**config.mk**
```make
export PLATFORM = sky130hd
export DESIGN_NAME = ex_muldiv_flat
export DESIGN_NICKNAME = d
export VERILOG_FILES = /design/src/rtl/ex_muldiv_if.sv /design/src/rtl/ex_muldiv.sv /design/src/flat_wrapper.sv
export SDC_FILE = /design/constraint.sdc
export NUM_CORES = 2
export LEC_CHECK = 0
export ABC_AREA = 1
export BUFFER_PORTS_ARGS = -buffer_cell sky130_fd_sc_hd__clkbuf_2
export CORE_ASPECT_RATIO = 1.5
export CORE_MARGIN = 2
export CORE_UTILIZATION = 55
export CTS_BUF_LIST = sky130_fd_sc_hd__clkbuf_4
export CTS_CLUSTER_SIZE = 28
export DETAILED_ROUTE_END_ITERATION = 10
export PLACE_DENSITY = 0.71
export RECOVER_POWER = 100
export SYNTH_ARGS = -nofsm -noshare
export SYNTH_HDL_FRONTEND = slang
export SYNTH_SLANG_ARGS = --single-unit
```
**constraint.sdc**
```tcl
create_clock -name clk -period 10.1 [get_ports clk]
set_input_delay 1.515 -clock clk [delete_from_list [all_inputs] [get_ports clk]]
set_output_delay 1.515 -clock clk [all_outputs]
set_load 0.1 [all_outputs]
```
**src/rtl/ex_muldiv_if.sv**
```systemverilog
// Issue/writeback bundle between the execute stage and the multi-cycle M-extension unit.
interface ex_muldiv_if #(
  parameter int XLEN = 32
);
  logic            start_i;
  logic [2:0]      func3_i;
  logic [XLEN-1:0] op1_i;
  logic [XLEN-1:0] op2_i;
  logic [4:0]      rd_addr_i;
  logic            flush_i;
  logic            busy_o;
  logic            hold_flag_o;
  logic            valid_o;
  logic [XLEN-1:0] result_o;
  logic [4:0]      rd_addr_o;
  logic            reg_wen_o;

  modport master (
    output start_i, func3_i, op1_i, op2_i, rd_addr_i, flush_i,
    input  busy_o, hold_flag_o, valid_o, result_o, rd_addr_o, reg_wen_o
  );

  modport slave (
    input  start_i, func3_i, op1_i, op2_i, rd_addr_i, flush_i,
    output busy_o, hold_flag_o, valid_o, result_o, rd_addr_o, reg_wen_o
  );
endinterface

```
**src/rtl/ex_muldiv.sv**
```systemverilog
// Multi-cycle RV32M/RV64M unit: counted-latency multiplier plus restoring radix-2 divider,
// stalling the pipeline until the result is written back.
module ex_muldiv #(
  parameter int XLEN       = 32,
  parameter int MUL_STAGES = 2,
  parameter int DIV_EARLY  = 1
) (
  input logic        clk,
  input logic        rst_n,
  ex_muldiv_if.slave bus
);
  localparam logic [1:0] S_IDLE = 2'd0;
  localparam logic [1:0] S_MUL  = 2'd1;
  localparam logic [1:0] S_DIV  = 2'd2;
  localparam logic [1:0] S_DONE = 2'd3;

  localparam int CW           = $clog2(XLEN);
  localparam int MUL_CNT_INIT = (MUL_STAGES > 1) ? MUL_STAGES - 2 : 0;
  localparam logic [XLEN-1:0] MIN_NEG = {1'b1, {(XLEN-1){1'b0}}};

  logic [1:0]      state;
  logic [CW-1:0]   cnt;
  logic [XLEN-1:0] op1_q;
  logic [XLEN-1:0] op2_q;
  logic [1:0]      f3_q;
  logic [4:0]      rd_q;
  logic [XLEN-1:0] rem_q;
  logic [XLEN-1:0] quo_q;
  logic [XLEN-1:0] dvs_q;
  logic            q_neg;
  logic            r_neg;
  logic            special;
  logic            fix;
  logic [XLEN-1:0] result_q;
  logic [4:0]      rd_out_q;

  logic idle;
  logic valid;

  assign idle            = (state == S_IDLE);
  assign valid           = (state == S_DONE) & ~bus.flush_i;
  assign bus.busy_o      = ~idle;
  assign bus.hold_flag_o = ~idle | (bus.start_i & idle);
  assign bus.valid_o     = valid;
  assign bus.reg_wen_o   = valid;
  assign bus.result_o    = result_q;
  assign bus.rd_addr_o   = rd_out_q;

  // With a single-cycle multiply the product must come straight from the issue operands.
  logic                use_in;
  logic [XLEN-1:0]     mul_a;
  logic [XLEN-1:0]     mul_b;
  logic [1:0]          mul_f;
  logic                a_sgn;
  logic                b_sgn;
  logic [2*XLEN-1:0]   a_ext;
  logic [2*XLEN-1:0]   b_ext;
  logic [2*XLEN-1:0]   product;
  logic [XLEN-1:0]     mul_res;

  always_comb begin
    use_in  = (MUL_STAGES == 1) && idle;
    mul_a   = use_in ? bus.op1_i : op1_q;
    mul_b   = use_in ? bus.op2_i : op2_q;
    mul_f   = use_in ? bus.func3_i[1:0] : f3_q;
    a_sgn   = (mul_f == 2'b01) || (mul_f == 2'b10);
    b_sgn   = (mul_f == 2'b01);
    a_ext   = {{XLEN{a_sgn & mul_a[XLEN-1]}}, mul_a};
    b_ext   = {{XLEN{b_sgn & mul_b[XLEN-1]}}, mul_b};
    product = a_ext * b_ext;
    mul_res = (mul_f == 2'b00) ? product[XLEN-1:0] : product[2*XLEN-1:XLEN];
  end

  logic            in_signed;
  logic            in_a_neg;
  logic            in_b_neg;
  logic            in_div0;
  logic            in_ovf;
  logic [XLEN-1:0] abs_a;
  logic [XLEN-1:0] abs_b;

  always_comb begin
    in_signed = ~bus.func3_i[0];
    in_a_neg  = in_signed & bus.op1_i[XLEN-1];
    in_b_neg  = in_signed & bus.op2_i[XLEN-1];
    abs_a     = in_a_neg ? -bus.op1_i : bus.op1_i;
    abs_b     = in_b_neg ? -bus.op2_i : bus.op2_i;
    in_div0   = (bus.op2_i == '0);
    in_ovf    = in_signed && (bus.op1_i == MIN_NEG) && (bus.op2_i == '1);
  end

  // The dividend shifts out of quo_q into rem_q while quotient bits shift in behind it.
  logic [XLEN:0]   diff;
  logic            ge;
  logic [XLEN-1:0] quo_fix;
  logic [XLEN-1:0] rem_fix;
  logic [XLEN-1:0] div_res;
  logic [XLEN-1:0] spec_res;

  always_comb begin
    diff    = {rem_q, quo_q[XLEN-1]} - {1'b0, dvs_q};
    ge      = ~diff[XLEN];
    quo_fix = q_neg ? -quo_q : quo_q;
    rem_fix = r_neg ? -rem_q : rem_q;
    div_res = f3_q[1] ? rem_fix : quo_fix;
    if (op2_q == '0) spec_res = f3_q[1] ? op1_q : '1;
    else             spec_res = f3_q[1] ? '0 : op1_q;
  end

  always_ff @(posedge clk or negedge rst_n) begin
    if (!rst_n) begin
      state    <= S_IDLE;
      cnt      <= '0;
      op1_q    <= '0;
      op2_q    <= '0;
      f3_q     <= '0;
      rd_q     <= '0;
      rem_q    <= '0;
      quo_q    <= '0;
      dvs_q    <= '0;
      q_neg    <= 1'b0;
      r_neg    <= 1'b0;
      special  <= 1'b0;
      fix      <= 1'b0;
      result_q <= '0;
      rd_out_q <= '0;
    end else if (bus.flush_i) begin
      state <= S_IDLE;
      fix   <= 1'b0;
    end else begin
      case (state)
        S_IDLE: begin
          if (bus.start_i) begin
            op1_q <= bus.op1_i;
            op2_q <= bus.op2_i;
            f3_q  <= bus.func3_i[1:0];
            rd_q  <= bus.rd_addr_i;
            if (bus.func3_i[2]) begin
              state   <= S_DIV;
              rem_q   <= '0;
              quo_q   <= abs_a;
              dvs_q   <= abs_b;
              q_neg   <= in_a_neg ^ in_b_neg;
              r_neg   <= in_a_neg;
              special <= in_div0 | in_ovf;
              fix     <= 1'b0;
              cnt     <= CW'(XLEN - 1);
            end else if (MUL_STAGES == 1) begin
              state    <= S_DONE;
              result_q <= mul_res;
              rd_out_q <= bus.rd_addr_i;
            end else begin
              state <= S_MUL;
              cnt   <= CW'(MUL_CNT_INIT);
            end
          end
        end
        S_MUL: begin
          if (cnt == '0) begin
            state    <= S_DONE;
            result_q <= mul_res;
            rd_out_q <= rd_q;
          end else begin
            cnt <= cnt - CW'(1);
          end
        end
        S_DIV: begin
          if (special && (DIV_EARLY != 0)) begin
            state    <= S_DONE;
            result_q <= spec_res;
            rd_out_q <= rd_q;
          end else if (fix) begin
            state    <= S_DONE;
            fix      <= 1'b0;
            result_q <= special ? spec_res : div_res;
            rd_out_q <= rd_q;
          end else begin
            rem_q <= ge ? diff[XLEN-1:0] : {rem_q[XLEN-2:0], quo_q[XLEN-1]};
            quo_q <= {quo_q[XLEN-2:0], ge};
            if (cnt == '0) fix <= 1'b1;
            else           cnt <= cnt - CW'(1);
          end
        end
        S_DONE: state <= S_IDLE;
        default: state <= S_IDLE;
      endcase
    end
  end
endmodule
```
**src/flat_wrapper.sv**
```systemverilog
// flat-port wrapper written by rule: the top's interface ports become plain ports
module ex_muldiv_flat 
#(
  parameter int XLEN       = 32,
  parameter int MUL_STAGES = 2,
  parameter int DIV_EARLY  = 1
)
  (clk, rst_n, bus_start_i, bus_func3_i, bus_op1_i, bus_op2_i, bus_rd_addr_i, bus_flush_i, bus_busy_o, bus_hold_flag_o, bus_valid_o, bus_result_o, bus_rd_addr_o, bus_reg_wen_o);
  ex_muldiv_if #(.XLEN(XLEN)) bus_i ();
  input logic clk;
  input logic rst_n;
  input wire logic [$bits(bus_i.start_i)-1:0] bus_start_i;
  input wire logic [$bits(bus_i.func3_i)-1:0] bus_func3_i;
  input wire logic [$bits(bus_i.op1_i)-1:0] bus_op1_i;
  input wire logic [$bits(bus_i.op2_i)-1:0] bus_op2_i;
  input wire logic [$bits(bus_i.rd_addr_i)-1:0] bus_rd_addr_i;
  input wire logic [$bits(bus_i.flush_i)-1:0] bus_flush_i;
  output wire logic [$bits(bus_i.busy_o)-1:0] bus_busy_o;
  output wire logic [$bits(bus_i.hold_flag_o)-1:0] bus_hold_flag_o;
  output wire logic [$bits(bus_i.valid_o)-1:0] bus_valid_o;
  output wire logic [$bits(bus_i.result_o)-1:0] bus_result_o;
  output wire logic [$bits(bus_i.rd_addr_o)-1:0] bus_rd_addr_o;
  output wire logic [$bits(bus_i.reg_wen_o)-1:0] bus_reg_wen_o;
  assign bus_i.start_i = bus_start_i;
  assign bus_i.func3_i = bus_func3_i;
  assign bus_i.op1_i = bus_op1_i;
  assign bus_i.op2_i = bus_op2_i;
  assign bus_i.rd_addr_i = bus_rd_addr_i;
  assign bus_i.flush_i = bus_flush_i;
  assign bus_busy_o = bus_i.busy_o;
  assign bus_hold_flag_o = bus_i.hold_flag_o;
  assign bus_valid_o = bus_i.valid_o;
  assign bus_result_o = bus_i.result_o;
  assign bus_rd_addr_o = bus_i.rd_addr_o;
  assign bus_reg_wen_o = bus_i.reg_wen_o;
  ex_muldiv #(.XLEN(XLEN), .MUL_STAGES(MUL_STAGES), .DIV_EARLY(DIV_EARLY)) u_core (.clk(clk), .rst_n(rst_n), .bus(bus_i));
endmodule
```
* Word-level counts from Yosys, hierarchy flattened *
Cells that the tools add are included.

word-level totals
  flip-flop bits (word level) = 215
  output and inout bits = 41
  word-level logic and storage cells = 120

cells by class
  add/subtract/negate cells = 6
  multiply operators = 1
  equality and inequality tests = 18
  multiplexer cells = 48
  bitwise operators = 13
  reduce and logical (&&, ||, !) cells = 19

operators by type and width
  operator              count
  $mux 32               21
  $pmux 32 s2           3
  $neg 32->32           4
  $eq 32x32->1 const B  2
  $logic_not 32->1      2
  $mul 33x33->64        1
  $mux 5                8
  $sub 33x32->33        1
  $pmux 5 s3            1
  $mux 2                6
  $reduce_and 4->1      3
  $pmux 5 s2            1
  $ne 3x3->1 const B    3
  $ne 2x2->1 const B    4
  $pmux 2 s4            1
  $and 1x1->1           6
  $eq 2x2->1 const B    3
  $mux 1                6
  $reduce_and 3->1      2
  $reduce_and 6->1      1
  $reduce_bool 3->1     2
  $logic_not 5->1       1
  $reduce_and 5->1      1
  $sub 5x1->5 const B   1
  13 further kinds      21

* Depth between registers and ports, before layout *
  depth after elaboration = 7
  depth in mapped cells = 38
  depth with buffers taken out = 36

* Worst setup path before layout *
No wires, ideal clock.

  kind = register -> register
  from = reg u_core.f3_q[1]
  to = reg u_core.result_q[29], in the netlist u_core.bus.result_o[29]
  arrival time = 8.005 ns
  path slack = 1.975 ns
  cell stages (with the launch flop) = 32
  path through = dfrtp_1 > inv_2 > clkbuf_1 > ha_1 > nand2_1 > clkbuf_1 > nor2_1 > fa_1 > inv_1 > fa_1 > inv_1 > fa_1 > inv_1 > fa_1 > fa_1 > inv_1 > fa_1 > inv_1 > fa_1 > fa_1 > inv_1 > ha_1 > a21o_1 > or2_2 > a21oi_1 > nand2_1 > a21oi_1 > nand3b_1 > nand3_1 > nand2_1 > nand2_1 > nand2_1

between the ends
  word-level cells in the longest chain between the ends = 7
  elaborated cells on any way between the ends = 16
  classes of those cells = 1 x mul; 2 x eq/ne; 9 x mux; 2 x bitwise; 2 x reduce/logical

RTL lines
  what                                             RTL line                          text
  start: declaration                               ex_muldiv.sv:25                   logic [1:0] f3_q;
  start signal: assignment                         ex_muldiv.sv:136                  f3_q <= bus.func3_i[1:0];
  $eq 2x1->1 / $eq 2x2->1 (equally long branches)  ex_muldiv.sv:66, ex_muldiv.sv:67
  $logic_or 1x1->1                                 ex_muldiv.sv:66                   a_sgn = (mul_f == 2'b01) || (mul_f == 2'b10);
  $and 1x1->1                                      ex_muldiv.sv:68                   a_ext = {{XLEN{a_sgn & mul_a[XLEN-1]}}, mul_a};
  $mul 33x33->64                                   ex_muldiv.sv:70                   product = a_ext * b_ext;
  $mux 32                                          ex_muldiv.sv:71                   mul_res = (mul_f == 2'b00) ? product[XLEN-1:0] : product[2*XLEN-1:XLEN];
  $mux 32                                          ex_muldiv.sv:159                  if (cnt == '0) begin
  $pmux 32 s2 (*)                                  ex_muldiv.sv:131                  case (state)
  end signal: assignment                           ex_muldiv.sv:161                  result_q <= mul_res;
  end signal: assignment                           ex_muldiv.sv:170                  result_q <= spec_res;
  end signal: assignment                           ex_muldiv.sv:175                  result_q <= special ? spec_res : div_res;
  end: declaration                                 ex_muldiv.sv:34                   logic [XLEN-1:0] result_q;

Every way passes the cells marked *; elsewhere a longest branch is shown, timed or not. The select of a mux whose other input is x is not followed.
A chain may end at the register's enable or synchronous reset.

* Worst setup path after layout *
  from = reg u_core.f3_q[1]
  to = reg u_core.result_q[1], in the netlist u_core.bus.result_o[1]

The elaborated chain is that of the path after synthesis.

==> results.txt <==
mapped cell area -> 0.0563 mm^2
# rows -> 143
worst slew pin tran -> 5.01 ns
drt total wl -> 200 mm
clock network latency to the later pin of the worst-skew pair -> 0.85 ns
vias in the first global route -> 53114
Worst path slowest cell -> clkbuf_2
fin. max-slew vios -> 663
largest net degree at the start of global routing -> 129
Post-synth ARST share -> 100%
gr busiest metal -> met2
CTS tree -> done
syn_nets -> 9076
Tcrit/Tclk final -> 94.9%
Yosys cell types -> 53
first-pass GRT wire length -> 307 mm
core area -> 0.101 mm^2
routed vias -> 49882
NumNets Final -> 9017
Syn Inst Count -> 7617
Critical Path RT -> 10.80 ns
routability cong. -> 1.02
Syn Area/Cell -> 7.39 um^2
drt first pass iters -> 6
final hold vios -> 0
post-route ant nets -> 0
Inserted Clock Buffers -> 58
Die Ht -> 396 um
commonest non-fill, non-tap cell in the layout -> nand2_1
min cycle time layout -> 9.58 ns
Synth area leader -> fa_1
Root Driver -> clkbuf_4
CTS sink count -> 215
CP Max Fanout -> 71
Synth Warn # -> 0
worst hold path class -> reg -> reg
largest cells by area after synthesis -> fa_1 (40%), nand2_1 (14%), inv_1 (13%)
commonest cells after routing, fill and taps aside -> nand2_1 (2123), inv_1 (1880), fa_1 (1126)
CP Class -> reg -> reg
antenna violations before repair -> 6
Final Skew -> 0.0968 ns
RSZ-0062 raised after global routing -> no
cell mode on critical path -> fa_1
Most used DFF post-synth -> dfrtp_1
CTS max path bufs -> 3
met1 Use GR -> 42.6%
Buffers on Ports -> 116
I/O Pins -> 117
Vias/cell -> 5.60
CTS H-tree lvls -> 2
Worst setup EP type -> register
Worst slew margin -> -234%
Area Overhead vs Synth -> 4.38%
post-CTS resize count -> 0
Initial Util -> 55.5%
post-CTS setup buffers -> 0
Post-DP HPWL -> 168 mm
GR Util met3 -> 5.51%
share of the synthesized area in the top cell type -> 40.1%
status -> complete, but fails checks
Clock Pin Slew Worst Setup and Hold Paths -> 0.08 ns
hold buffers post-CTS -> 0
Crit path largest cell delay -> 0.79 ns
met2 Track Usage GR -> 69.2%
mean routed wirelength per cell -> 22.4 um
Tot GR Track Use -> 39.2%
Critical Path AT -> 10.28 ns
DIE AREA -> 0.105 mm^2
Critical Path Start Type -> register
DRC violations left -> 0
Setup TNS -> 0 ns
Iteration-0 DRC Markers -> 3689
Max-Cap Viols -> 13
failing checks -> capacitance limit, slew limit
ratio of cells with drive above 1 in the final layout -> 4.43%
FF+latch count, synth -> 215
fmax -> 104 MHz
post-synthesis sequential area ratio -> 9.56%
Post-synth EDFFs -> 0
global route overflow -> 0
die width -> 265 um
Final setup viols -> 0
==> metal layers <==
| layer | wire length (um) | part of all wire, % |
|---|---|---|
| met1 | 67100 | 34 |
| met5 | 28 | 0.014 |
| met2 | 100000 | 50 |
| met4 | 19000 | 9.5 |
| met3 | 13400 | 6.7 |
==> logic make-up (layout without fill, tap and decap cells) <==
logic type	after synthesis	count (layout)	synth area share, %
AO/OA/AOI/OAI	725	725	6.91
XOR/XNOR	76	76	1.18
adder cells (fa/ha/maj)	1383	1383	45.8
buffers and inverters	2256	2243	15.3
flip-flops	215	215	9.56
other	0	6	0
AND/OR/NAND/NOR	2962	2962	21.3
==> cell type report <==
type,instances,area (um^2)
repair buffers,246,1460
clock buffers,79,593
inverters,1891,7100
clock inverters,27,249
multi-input cells,5146,42300
well taps,1305,1630
flip-flops and latches,215,5380
diodes,6,15.0
fillers,9769,42700
==> cell usage after synthesis, types with 28 or more instances <==
cell,instances
nand2_1,2123
inv_1,1879
fa_1,1126
nor2_1,422
o21ai_0,356
nand3_1,267
a21oi_1,261
ha_1,257
clkbuf_1,229
dfrtp_1,215
buf_1,95
xor2_1,55
nor3_1,41
nand4_1,40
buf_2,28
==> worst paths after layout <==
| check | to | depth (start not counted) | startpoint | slack [ns] |
|---|---|---|---|---|
| min in group asynchronous | u_core.cnt[1]$_DFFE_PN0P_ | 1 | rst_n | 2.48 |
| max in group asynchronous | u_core.mul_b[24]$_DFFE_PN0P_ | 2 | rst_n | 1.73 |
| setup / recovery | u_core.bus.result_o[1]$_DFFE_PN0P_ | 28 | u_core.f3_q[1]$_DFFE_PN0P_ | 0.52 |
| hold / removal | u_core.bus.rd_addr_o[2]$_DFFE_PN0P_ | 2 | u_core.bus.rd_addr_o[2]$_DFFE_PN0P_ | 0.47 |
| setup reg to reg | u_core.bus.result_o[1]$_DFFE_PN0P_ | 28 | u_core.f3_q[1]$_DFFE_PN0P_ | 0.52 |
| hold reg to reg | u_core.bus.rd_addr_o[2]$_DFFE_PN0P_ | 2 | u_core.bus.rd_addr_o[2]$_DFFE_PN0P_ | 0.47 |
==> flip-flops by register name (all words and copies together), names as in the netlist <==
name	cells
u_core.bus.result_o	32
u_core.dvs_q	32
u_core.mul_a	32
u_core.mul_b	32
u_core.quo_q	32
u_core.rem_q	32
u_core.bus.rd_addr_o	5
u_core.cnt	5
u_core.rd_q	5
u_core.f3_q	2
u_core.state	2
u_core.fix	1
u_core.q_neg	1
u_core.r_neg	1
u_core.special	1
==> critical path: cells and delay by family, from the launching register on <==
family,cells,cell delay [ns]
AO/OA/AOI/OAI,3,1.32
adder cells (fa/ha/maj),10,5.07
buffers and inverters,7,1.55
flip-flops,1,0.37
AND/OR/NAND/NOR,8,1.17
==> per-stage QoR <==
| step | hold WS [ns] | cells | cell area, um^2 | setup WS [ns] | utilization [%] |
|---|---|---|---|---|---|
| after floorplan | 0.442 | 7617 | 56300 | 1.98 | - |
| after global placement | 0.455 | 8803 | 58000 | 1.31 | 57.2 |
| after detailed placement | 0.459 | 8803 | 58000 | 1.23 | 57.2 |
| after CTS | 0.475 | 8909 | 58800 | 1.20 | 58.0 |
| after global routing | 0.498 | 8911 | 58700 | 0.321 | 57.9 |
| final | 0.472 | 8915 | 58700 | 0.520 | 57.9 |
Power is left out: the tool's default activity adds up to more than one toggle a clock period on the data nets, which glitch-free logic cannot reach.
